`config.mk`:
```
export PLATFORM = sky130hd
export DESIGN_NAME = multi_ff_bank
export DESIGN_NICKNAME = d
export VERILOG_FILES = /design/src/rtl/multi_ff_pkg.sv /design/src/rtl/ff_cell.sv /design/src/rtl/multi_ff_bank.sv
export SDC_FILE = /design/constraint.sdc
export NUM_CORES = 1
export LEC_CHECK = 0
export BUFFER_PORTS_ARGS = -buffer_cell sky130_fd_sc_hd__buf_2
export CORE_AREA = 4 4 70 72
export DETAILED_ROUTE_END_ITERATION = 7
export DIE_AREA = 0 0 74 76
export GPL_ROUTABILITY_DRIVEN = 1
export PLACE_DENSITY = 0.77
export SYNTH_ARGS = -nofsm -noshare
export SYNTH_HDL_FRONTEND = slang
export SYNTH_HIERARCHICAL = 1
export SYNTH_SLANG_ARGS = --single-unit
```
`constraint.sdc`:
```
create_clock -name clk -period 5.3 [get_ports clk]
set_clock_uncertainty 0.15 [all_clocks]
set_input_delay 0.53 -clock clk [delete_from_list [all_inputs] [get_ports clk]]
set_output_delay 0.53 -clock clk [all_outputs]
set_load 0.005 [all_outputs]
```
`src/rtl/multi_ff_pkg.sv`:
```
// Shared encodings for the multi-mode flip-flop bank.
package multi_ff_pkg;

    typedef enum logic [1:0] {
        MODE_RS = 2'b00,
        MODE_JK = 2'b01,
        MODE_D  = 2'b10,
        MODE_T  = 2'b11
    } mode_e;

    typedef enum logic {
        ST_RUN    = 1'b0,
        ST_SWITCH = 1'b1
    } state_e;

endpackage : multi_ff_pkg

```
`src/rtl/ff_cell.sv`:
```
// One flip-flop channel: mode-dependent next-state logic, Q register and
// sticky illegal-input flag.
// Ports: clk, nrst (sync, active-low), upd (channel may update this edge),
//        mode (applied mode), s/r (set-J-D-T / reset-K), clr_err,
//        q (state), err (sticky illegal flag), illegal_c (illegal this cycle).
module ff_cell
    import multi_ff_pkg::*;
(
    input  logic  clk,
    input  logic  nrst,
    input  logic  upd,
    input  mode_e mode,
    input  logic  s,
    input  logic  r,
    input  logic  clr_err,
    output logic  q,
    output logic  err,
    output logic  illegal_c
);

    logic q_next;

    // Next-state selection; R=S=1 in RS mode holds Q and flags illegal.
    always_comb begin
        q_next    = q;
        illegal_c = 1'b0;
        if (upd) begin
            case (mode)
                MODE_RS: begin
                    case ({s, r})
                        2'b01:   q_next = 1'b0;
                        2'b10:   q_next = 1'b1;
                        2'b11:   illegal_c = 1'b1;
                        default: q_next = q;
                    endcase
                end
                MODE_JK: begin
                    case ({s, r})
                        2'b01:   q_next = 1'b0;
                        2'b10:   q_next = 1'b1;
                        2'b11:   q_next = ~q;
                        default: q_next = q;
                    endcase
                end
                MODE_D:  q_next = s;
                MODE_T:  q_next = q ^ s;
                default: q_next = q;
            endcase
        end
    end

    // State and sticky flag; a clear keeps only this edge's illegal bit.
    always_ff @(posedge clk) begin
        if (!nrst) begin
            q   <= 1'b0;
            err <= 1'b0;
        end else begin
            q   <= q_next;
            err <= clr_err ? illegal_c : (err | illegal_c);
        end
    end

endmodule : ff_cell

```
`src/rtl/multi_ff_bank.sv`:
```
// Bank of WIDTH flip-flop channels sharing a selectable mode (RS/JK/D/T).
// A mode change passes through a one-cycle SWITCH state during which Q holds.
// Ports: clk, nrst (sync, active-low), en, mode, S, R, clr_err,
//        Q, nQ (combinational ~Q), act_mode, busy, err, err_cnt.
module multi_ff_bank
    import multi_ff_pkg::*;
#(
    parameter int unsigned WIDTH = 8,
    parameter int unsigned CNT_W = 8
) (
    input  logic             clk,
    input  logic             nrst,
    input  logic             en,
    input  logic [1:0]       mode,
    input  logic [WIDTH-1:0] S,
    input  logic [WIDTH-1:0] R,
    input  logic             clr_err,
    output logic [WIDTH-1:0] Q,
    output logic [WIDTH-1:0] nQ,
    output logic [1:0]       act_mode,
    output logic             busy,
    output logic [WIDTH-1:0] err,
    output logic [CNT_W-1:0] err_cnt
);

    state_e           state;
    mode_e            act_mode_q;
    mode_e            mode_req;
    logic             upd_c;
    logic [WIDTH-1:0] illegal_c;
    logic             any_illegal_c;

    assign mode_req = mode_e'(mode);
    assign act_mode = act_mode_q;
    assign nQ       = ~Q;

    // Channels update only in RUN with a settled mode; a pending change freezes Q.
    assign upd_c         = en && (state == ST_RUN) && (mode_req == act_mode_q);
    assign any_illegal_c = |illegal_c;

    // Mode-switch controller.
    always_ff @(posedge clk) begin
        if (!nrst) begin
            state      <= ST_RUN;
            act_mode_q <= MODE_RS;
            busy       <= 1'b0;
        end else begin
            case (state)
                ST_RUN: begin
                    if (mode_req != act_mode_q) begin
                        state <= ST_SWITCH;
                        busy  <= 1'b1;
                    end
                end
                ST_SWITCH: begin
                    act_mode_q <= mode_req;
                    state      <= ST_RUN;
                    busy       <= 1'b0;
                end
                default: begin
                    state <= ST_RUN;
                    busy  <= 1'b0;
                end
            endcase
        end
    end

    // Saturating count of edges with at least one illegal channel.
    always_ff @(posedge clk) begin
        if (!nrst) begin
            err_cnt <= '0;
        end else if (clr_err) begin
            err_cnt <= any_illegal_c ? CNT_W'(1) : '0;
        end else if (any_illegal_c && (err_cnt != {CNT_W{1'b1}})) begin
            err_cnt <= err_cnt + CNT_W'(1);
        end
    end

    for (genvar i = 0; i < WIDTH; i++) begin : g_cell
        ff_cell u_cell (
            .clk       (clk),
            .nrst      (nrst),
            .upd       (upd_c),
            .mode      (act_mode_q),
            .s         (S[i]),
            .r         (R[i]),
            .clr_err   (clr_err),
            .q         (Q[i]),
            .err       (err[i]),
            .illegal_c (illegal_c[i])
        );
    end

endmodule : multi_ff_bank

```
# After elaboration in Yosys (flattened, before gate mapping)
# Cells that the tools add are included.
# W data, S select, Z words.
[totals]
output_inout_bits = 35
regBits = 28
inputBits = 22
elab_cells = 171
[classes]
bitwise_logic = 26
n_eq_ne = 47
muxes = 63
n_reduce_logical = 14
addsub = 1
[ops]
columns = ["cell", "count"]
rows = [
  ["$eq A2 B2 Y1 const B", 18],
  ["$mux W1", 35],
  ["$ne A4 B1 Y1 const B", 8],
  ["$pmux W1 S4", 8],
  ["$ne A3 B1 Y1 const B", 8],
  ["$pmux W1 S3", 8],
  ["$reduce_and A3 Y1", 8],
  ["$pmux W1 S2", 10],
  ["$eq A2 B1 Y1 const B", 9],
  ["$mux W8", 2],
  ["$not A1 Y1", 9],
  ["$add A8 B1 Y8 const B", 1],
  ["$ne A8 B8 Y1 const B", 1],
  ["$not A8 Y8", 1],
  ["$or A1 B1 Y1", 8],
  ["$reduce_or A8 Y1", 1],
  ["$xor A1 B1 Y1", 8],
  ["$logic_and A1 B1 Y1", 3],
  ["$eq A2 B2 Y1", 1],
  ["$logic_not A2 Y1", 1],
  ["$ne A2 B1 Y1 const B", 1],
  ["$ne A2 B2 Y1", 1],
  ["$reduce_bool A2 Y1", 1],
]

# Depth between registers and ports, before layout
# Gate-level depths: netlist of the first run.
[logic_depth]
word_depth = 8
mapped_depth = 8
mapped_depth_nobuf = 8

# Cells and area by module
# Netlist of the first run, hierarchy kept.
[by_module_without_submodules]
columns = ["module", "n_inst", "seq_area_each_um2", "cells_each", "area_each_um2"]
rows = [
  ["ff_cell (g_cell[0].u_cell ...)", 7, 40.0, 25, 196.4],
  ["multi_ff_bank", 1, 240.2, 71, 614.3],
  ["ff_cell (g_cell[2].u_cell)", 1, 40.0, 24, 191.4],
]

# Worst setup path after synthesis of the first run
# No wires, ideal clock.
[synth_timing]
kind = "register to register"
startpoint = "register act_mode_q[1], in the netlist act_mode[1]"
endpoint = "register err_cnt[5]"
path_buffers = 0
setup_time_ps = 70
stages_incl_launch_ff = 9
required_time_ps = 5080
setup_slack_ps = 1545
arrival_time_ps = 3535
path_cell_list = "dfxtp_1 -> xnor2_1 -> nand2_1 -> nor3b_1 -> and3_2 -> nor4_1 -> a22o_4 -> or4_1 -> a21oi_1"
[synth_between]
elab_chain_len = 6
elab_cells_between_ends = 22
cone_classes = "1 x eq/ne; 16 x mux; 5 x reduce/logical"
[synth_rtl]
columns = ["item", "line", "source"]
rows = [
  ["start: declaration", "multi_ff_bank.sv:27", "mode_e act_mode_q;"],
  ["start signal: assignment", "multi_ff_bank.sv:56", "act_mode_q <= mode_req;"],
  ["$eq A2 B2 Y1", "multi_ff_bank.sv:38", "assign upd_c = en && (state == ST_RUN) && (mode_req == act_mode_q);"],
  ["$logic_and A1 B1 Y1", "multi_ff_bank.sv:38", ""],
  ["net upd_c", "multi_ff_bank.sv:29", "logic upd_c;"],
  ["$mux W1", "ff_cell.sv:27", "if (upd) begin"],
  ["net illegal_c[2]", "multi_ff_bank.sv:30", "logic [WIDTH-1:0] illegal_c;"],
  ["$reduce_or A8 Y1", "multi_ff_bank.sv:39", "assign any_illegal_c = |illegal_c;"],
  ["$logic_and A1 B1 Y1", "multi_ff_bank.sv:74", "end else if (any_illegal_c && (err_cnt != {CNT_W{1'b1}})) begin"],
  ["$reduce_bool A2 Y1 (no source line)", "n/a", ""],
  ["end signal: assignment", "multi_ff_bank.sv:73", "err_cnt <= any_illegal_c ? CNT_W'(1) : '0;"],
  ["end signal: assignment", "multi_ff_bank.sv:75", "err_cnt <= err_cnt + CNT_W'(1);"],
  ["end: declaration", "multi_ff_bank.sv:23", "output logic [CNT_W-1:0] err_cnt"],
]
# The timed path passes the listed nets, and every way through them passes these cells.
# A chain may end at the register's enable or synchronous reset.

# Worst setup path in the final report of the first run
[layout_timing]
startpoint = "register act_mode_q[0], in the netlist act_mode[0]"
endpoint = "register err_cnt[5]"
# Same word-level chain as after synthesis.

==> results of run 1 <==
layout make-up:
| type | count | area [sq um] |
|---|---|---|
| clock buffers | 4 | 55.05 |
| fillers | 393 | 1695 |
| inverters | 41 | 153.9 |
| multi-input cells | 200 | 1468 |
| flip-flops and latches | 28 | 561.8 |
| well taps | 52 | 65.06 |
| repair buffers | 58 | 295.3 |
through the flow:
stage                     hold slack, ns  cell area (sq um)  setup slack [ns]  cells  utilization, %
final                             0.3561               2599             2.008    383           60.52
after CTS                         0.3588               2599             2.010    383           60.52
after global placement            0.3500               2544             2.133    379           59.24
after global routing              0.3937               2599             1.763    383           60.52
after floorplan                   0.3402               2181             1.545    270               -
after detailed placement          0.3418               2544             2.038    379           59.24
registers in the layout (all words and copies together), names as in the netlist:
name and flops:
act_mode 2, busy 1, err_cnt 8, g_cell.u_cell/err 8
g_cell.u_cell/q 8, state 1
cell families after synthesis:
family	share of synthesized area, %
XOR/XNOR	1.205
AO/OA/AOI/OAI	20.20
AND/OR/NAND/NOR	29.43
adder cells (fa/ha/maj)	14.34
buffers and inverters	7.229
flip-flops	25.70
multiplexers	1.893
routing by layer:
metal  vias to the layer above  global-route usage (%)
met3                         4                   1.847
met4                         0                   4.529
met5                         -                       0
met2                        47                   29.88
met1                       942                   21.96
li1                       1062                       -
power by group:
group,internal (mW),switching [mW],total [mW]
logic,0.0571,0.0751,0.132
registers,0.219,0.00897,0.228
clock network,0.0667,0.0717,0.138
total,0.343,0.156,0.499
cell usage after synthesis, drive strengths merged, types with 7 or more instances:
cell type  count  area [sq um]
a21oi         19         95.09
a221oi         9         128.9
a31oi          8         50.05
and3           9         57.56
dfxtp         28         560.5
ha            25         312.8
inv           41         153.9
nand2         12         45.04
nand2b         9         56.30
nand3b        16         120.1
nor2          31         136.4
nor2b         11         68.82
nor4b          7         61.31
o21a           8         60.06
o21ai         10         50.05
worst max-delay path by stage:
| stage | slack, ns | end | depth (start not counted) | from |
|---|---|---|---|---|
| after global placement | 2.13 | err_cnt[5] | 9 | act_mode[0] |
| after CTS | 2.01 | err_cnt[5] | 9 | act_mode[0] |
| after global routing | 1.76 | err_cnt[5] | 9 | act_mode[0] |
| after floorplan | 1.55 | err_cnt[5] | 8 | act_mode[1] |
| after detailed placement | 2.04 | err_cnt[5] | 9 | act_mode[0] |
| final | 2.01 | err_cnt[5] | 9 | act_mode[0] |
critical path: stages (launching register included):
cell     delay (ns)
dfxtp_1        0.32
buf_4          0.38
xnor2_1        0.17
nand2_1        0.12
nor3b_2        0.74
and3_2         0.34
nor4_1         0.09
a22o_4         0.30
or4_1          0.47
a21oi_1        0.14
==> impl_results.md, run 1 <==
- Outcome: finished, final reports clean
- Antenna violations before repair: 0
- H-Tree Depth: 1
- RSZ-0062 raised after global routing: no
- Tcrit/Tclk final: 62.12%
- Worst reg2reg path endpoint: err_cnt[5]
- Pin count of the biggest net entering global routing: 51
- Flops & latches, synth: 28
- CTS Buf Count: 3
- Synth Flop Type: dfxtp_1
- Worst-case reg-to-reg path depth: 9
- Routed WL per cell: 12.55 um
- Synth unique cells: 36
- Most frequent cells in the layout: 56 x buf_2, 41 x inv_1, 27 x dfxtp_1
- Power Total: 498.8 uW
- Initial detailed-routing violation count: 57
- Seq/Total Area, Yosys: approximately a quarter
- Worst Path Arrival: between 3 and 4 ns
- Synthesized Nets: 317
- Clk slew on worst S/H paths: 0.10 ns
- CTS tree: done
- Sink Count: 28
- HPWL Detailed: between 3 and 4 mm
- Final hold violation count: 0
- Startpoint Class: flop
- Min-delay src: busy
- R2r setup slk: approximately 2 ns
- DR pass1 iterations: 4
- Grt ovf: 0
- Fin crit period: 3.292 ns
- R2R Path Start: act_mode[0]
- Total die area: 5624 sq um
- Share of cells above drive strength 1: 26.28%
- Antenna Violating Nets Remaining: 0
- CP Max Fanout: 43
- Starting Density: roughly half
- Detail Route met3 WL: 234 um
- Core Region: about 4300 sq um
- CTS Hold Bufs: 0
- Die Span Y: 76 um
- Chip width: ~74 um
- Async SR Flop Fraction: 0%
- Max-cap violations: 0
- Fmax: 303.7 MHz
- Clock buffer depth: 2
- Worst-Skew Late Latency: 0.28 ns
- Req. time, crit path: around 5.4 ns
- DR WL met2: 2.327 mm
- Tot GR Track Use: approximately 17%
- Pwr/cell area: 192.0 nW/um^2
- Post-Syn Instances: 270
- Post-Syn Area: between 2000 and 2500 sq um
- Hold Path Class: reg2reg
- Leak: 1.196 nW
- Synth warn: 6
- Vias per cell: 5.366
- Syn-to-layout area delta: 19.16%
- Worst hold endpoint: busy
- Rel. slew slack: between 40% and 50%
- M1 WL: 2.206 mm
- PortBufs: between 50 and 60
- Max Slew Vio Count: 0
- Total Wirelength: 4.806 mm
- Syn_area_per_cell: 8.077 sq um
- Ant diodes: 0
- Setup CP Type: reg2reg
- EDFF count, synth: 0
- # DRC: 0
- Final setup TNS: 0 ns
- Site row count: 24
- Final net count: 379
- Final setup vio count: 0
- CTS root buf: clkbuf_8
- First-pass GRT wire length: 8.114 mm
- Crit end category: flop
- Maximum vdd drop: 0.1063 mV
- Via count: 2,055
- Number of global-route vias before repair: about 1,900
- CTS resizes: 0
- WHS Path Cells: 2
- Worst slew pin tran: 0.8784 ns
- Commonest non-fill, non-tap cell in the layout: buf_2
- Top layer in use: met4
- RD Place Congestion: around 0.88
- Post-CTS Setup Inserts: 0
- Number of I/O pins: 57
(Power assumes the default switching activity.)
==> inputs of run 2 (changes only) <==
- clock period: 5.3 -> 3.3 ns (I/O delays scaled with it)
==> impl_results.md, run 2 (synthesis gave the netlist of run 1 again) <==
- Vias per cell: 5.403
- RD Place Congestion: 0.8407
- Fin crit period: roughly 2.6 ns
- H-Tree Depth: 1
- Startpoint Class: flop
- Site row count: 24
- Final setup vio count: 0
- Leak: ~1.2 nW
- Dpl ws: 0.6433 ns
- Final setup TNS: 0 ns
- CTS root buf: clkbuf_8
- First-pass GRT wire length: 8.604 mm
- Clk slew on worst S/H paths: ~0.10 ns
- Final std cells w/o fill: 385
- Fmax: roughly 380 MHz
- Setup CP Type: reg2reg
- CTS Buf Count: 3
- Worst-case reg-to-reg path depth: 7
- Maximum vdd drop: 0.2272 mV
- R2r setup slk: approximately 0.69 ns
- Tot GR Track Use: around 18%
- Worst-Skew Late Latency: 0.28 ns
- Crit end category: flop
- Sink Count: 28
- Layout Cell Area excl Fill: 2631 sq um
- Routed WL per cell: 13.11 um
- Tcrit/Tclk final: roughly four fifths
- Chip width: 74 um
- Initial detailed-routing violation count: 118
- Clock buffer depth: 2
- Total Wirelength: 5.049 mm
- CTS tree: done
- Syn-to-layout area delta: 20.65%
- HPWL Detailed: between 3 and 4 mm
- Final net count: around 380
- Worst Path Arrival: 2.64 ns
- CTS resizes: 0
- Pwr/cell area: 327.4 nW/um^2
- Outcome: finished, final reports clean
- Total die area: 5624 sq um
- Finished Core Util: 61.28%
- Core Region: 4294 sq um
- CTS Hold Bufs: 0
- # DRC: 0
- Ant diodes: 0
- Fillers: 411
- DP Area: around 2600 sq um
- DR pass1 iterations: 4
- Grt ovf: 0
- PortBufs: between 50 and 60
- Via count: 2,080
- Share of cells above drive strength 1: 27.03%
- Max Slew Vio Count: 0
- Antenna violations before repair: 0
- Req. time, crit path: 3.33 ns
- Hold Worst Slack: 0.1886 ns
- Hold Path Class: in2reg
- Starting Density: 50.79%
- Worst slew pin tran: between 0.6 and 0.7 ns
- Power Total: between 800 and 900 uW
- Setup ws final: 0.6896 ns
- Number of I/O pins: 57
- Rel. slew slack: 56.32%
- Final hold violation count: 0
- Commonest non-fill, non-tap cell in the layout: buf_2
- Pin count of the biggest net entering global routing: 51
- Biggest regs: err_cnt x8, g_cell.u_cell/err x8, g_cell.u_cell/q x8
- Max-cap violations: 0
- Die Span Y: roughly 76 um
- Most frequent cells in the layout: 56 x buf_2, 41 x inv_1, 26 x dfxtp_1
- Number of global-route vias before repair: ~2,000
- Post-CTS Setup Inserts: 0
- Cells after DPL: 381
- CP Max Fanout: 50
- Antenna Violating Nets Remaining: 0
- RSZ-0062 raised after global routing: no
- WHS Path Cells: 3
## run 2: cell types whose count changed in the layout (fill, tap and decap cells not counted), sizes merged
| cell | previous run | this run |
|---|---|---|
| buf | 58 | 60 |
| clkbuf | 4 | 3 |
| bufinv | 0 | 1 |
## run 2: final timing paths
path | end | from
worst min-delay path | act_mode[1] | mode[1]
worst max-delay path | err_cnt[7] | act_mode[1]
worst max register to register | err_cnt[7] | act_mode[1]
worst min register to register | busy | busy
## run 2: metal layers
metal  track usage, %  share of wire [%]
met2            32.00                 50
met1            22.77                 45
met4            2.536               0.22
met3            4.222                5.0
met5                0                  0
## run 2: area by class of cell
cell class / count / area [sq um] / area share [%]
Clock buffer: 3 / 41.29 / 1.569
Tap cell: 52 / 65.06 / 2.473
Multi-Input combinational cell: 200 / 1468 / 55.78
Inverter: 41 / 153.9 / 5.849
Sequential cell: 28 / 563.0 / 21.40
Timing Repair Buffer: 60 / 310.3 / 11.79
Clock inverter: 1 / 30.03 / 1.141
## run 2: critical path, cell delays in order, from the launching register on
cell      delay (ns)
dfxtp_2         0.35
buf_4           0.41
nor2_2          0.08
and3_1          0.21
nor4_1          0.58
a221oi_1        0.24
nand2_1         0.12
mux2_2          0.32
## run 2: power breakdown
group | internal, mW | switching (mW) | leakage, nW
logic | 0.0938 | 0.124 | 0.950
registers | 0.352 | 0.0150 | 0.228
clock network | 0.163 | 0.114 | 0.0357
==> inputs of run 3 (changes only) <==
- clock period: 3.3 -> 2.5 ns (I/O delays scaled with it)
==> impl_results.md, run 3 (synthesis gave the netlist of run 1 again) <==
- Outcome: finished, final reports clean
- Most frequent cells in the layout: 56 x buf_2, 41 x inv_1, 26 x dfxtp_1
- Max Slew Vio Count: 0
- Ant diodes: 0
- Share of cells above drive strength 1: about 33%
- CTS tree: done
- Pin count of the biggest net entering global routing: 51
- Clock buffer depth: 2
- Vias per cell: 5.333
- # DRC: 0
- Worst Path Arrival: 2.50 ns
- Syn-to-layout area delta: 28.74%
- Biggest regs: err_cnt x8, g_cell.u_cell/err x8, g_cell.u_cell/q x8
- R2r setup slk: 0.06 ns
- Total die area: between 5000 and 6000 sq um
- Pwr/cell area: 383.1 nW/um^2
- Sink Count: 28
- Clk slew on worst S/H paths: roughly 0.10 ns
- Commonest non-fill, non-tap cell in the layout: buf_2
- DR pass1 iterations: 4
- M1 WL: roughly 2.4 mm
- Worst slew pin tran: 0.4910 ns
- Hold Path Class: in2reg
- Fillers: 350
- First-pass GRT wire length: 8.107 mm
- Fin crit period: 2.435 ns
- Via count: 2,096
- Req. time, crit path: about 2.6 ns
- Number of I/O pins: 57
- Chip width: approximately 74 um
- DP Area: 2625 sq um
- Max-cap violations: 0
- Final net count: roughly 390
- Detail Route met3 WL: between 200 and 250 um
- Tot GR Track Use: 17.16%
- Fmax: 410.6 MHz
- Routed WL per cell: 12.72 um
- Die Span Y: 76 um
- PortBufs: 56
- Maximum vdd drop: 0.2290 mV
- Register area: approximately 570 sq um
- H-Tree Depth: 1
- Starting Density: about half
- Worst-Skew Late Latency: 0.28 ns
- Max incr delay on CP: 0.48 ns
- Setup CP Type: reg2reg
- Final setup TNS: 0 ns
- CP Max Fanout: 8
- Power Total: 1.076 mW
- WP buf/inv: 1
- Site row count: 24
- Number of global-route vias before repair: 1,803
- Grt ovf: 0
- Finished Core Util: 65.38%
- Startpoint Class: flop
- CTS Buf Count: 3
- Antenna violations before repair: 0
- Slowest-stage cell, CP: or4_4
- Final setup vio count: 0
- CTS root buf: clkbuf_8
- CP top delay family: simple AND/OR/NAND/NOR gates
- CP Cell Sequence: xnor2_2 > nand2_2 > nor3b_4 > buf_12 > and3_4 > nor4_2 > a22o_4 > or4_4 > a21oi_2
- Multi-input logic area: 1550 sq um
- Rel. slew slack: 67.00%
- Tcrit/Tclk final: 97.41%
- Initial detailed-routing violation count: 114
- Top layer in use: met4
- RD Place Congestion: 0.8407
- Crit end category: flop
- HPWL Detailed: 3.439 mm
- Layout Cell Area excl Fill: around 2800 sq um
- Leak: 1.259 nW
- Antenna Violating Nets Remaining: 0
- Core Region: 4294 sq um
- DR WL met2: 2.327 mm
- Total Wirelength: 4.998 mm
- Final hold violation count: 0
-- run 3: cell count changes in the layout (fill, tap and decap cells not counted), sizes merged --
cell,previous run,this run
bufinv,1,0
clkbuf,3,5
buf,60,67
-- run 3: area by class of cell --
type	instances	share of cell area [%]
Sequential cell	28	20.23
Inverter	41	5.481
Tap cell	52	2.317
Clock buffer	4	1.604
Timing Repair Buffer	68	15.15
Multi-Input combinational cell	200	55.21
-- run 3: final timing paths --
path / start / endpoint / cells past startpoint
max: act_mode[0] / err_cnt[5] / 9
min: mode[0] / act_mode[0] / 3
max reg2reg: act_mode[0] / err_cnt[5] / 9
min reg2reg: busy / busy / 2
-- run 3: through the flow --
step / hold WS [ns] / instances / setup WS, ns
global placement: 0.3604 / 381 / 0.1189
global route: 0.1585 / 393 / -0.03204
floorplan: 0.2175 / 270 / -0.1314
detailed placement: 0.3513 / 381 / 0.06750
CTS: 0.1002 / 385 / 0.06418
finish: 0.1264 / 393 / 0.06468
-- run 3: power by group --
part           switching, mW  leakage, nW  total [mW]  internal, mW
registers             0.0200        0.229       0.484         0.464
clock network          0.146       0.0228       0.261         0.114
logic                  0.174         1.01       0.331         0.156
total                  0.340         1.26        1.08         0.735
-- run 3: tightest hold or removal path, delay by kind of cell --
kind / cells / cell delay, ns
buffers and inverters: 1 / 0.11
and+or+nand+nor: 1 / 0.09
muxes: 1 / 0.07
-- run 3: routing by layer --
layer  GRT usage, %  up-vias
met5              0        -
li1               -     1084
met4          3.442        0
met3          2.507        4
met2          27.93       41
met1          23.81      967
-- run 3: repair_timing --
action | in CTS | in global routing
hold buffers | 0 | 0
setup endpoints to repair | 0 | 4
gates resized for setup | 0 | 12
setup buffers | 0 | 7
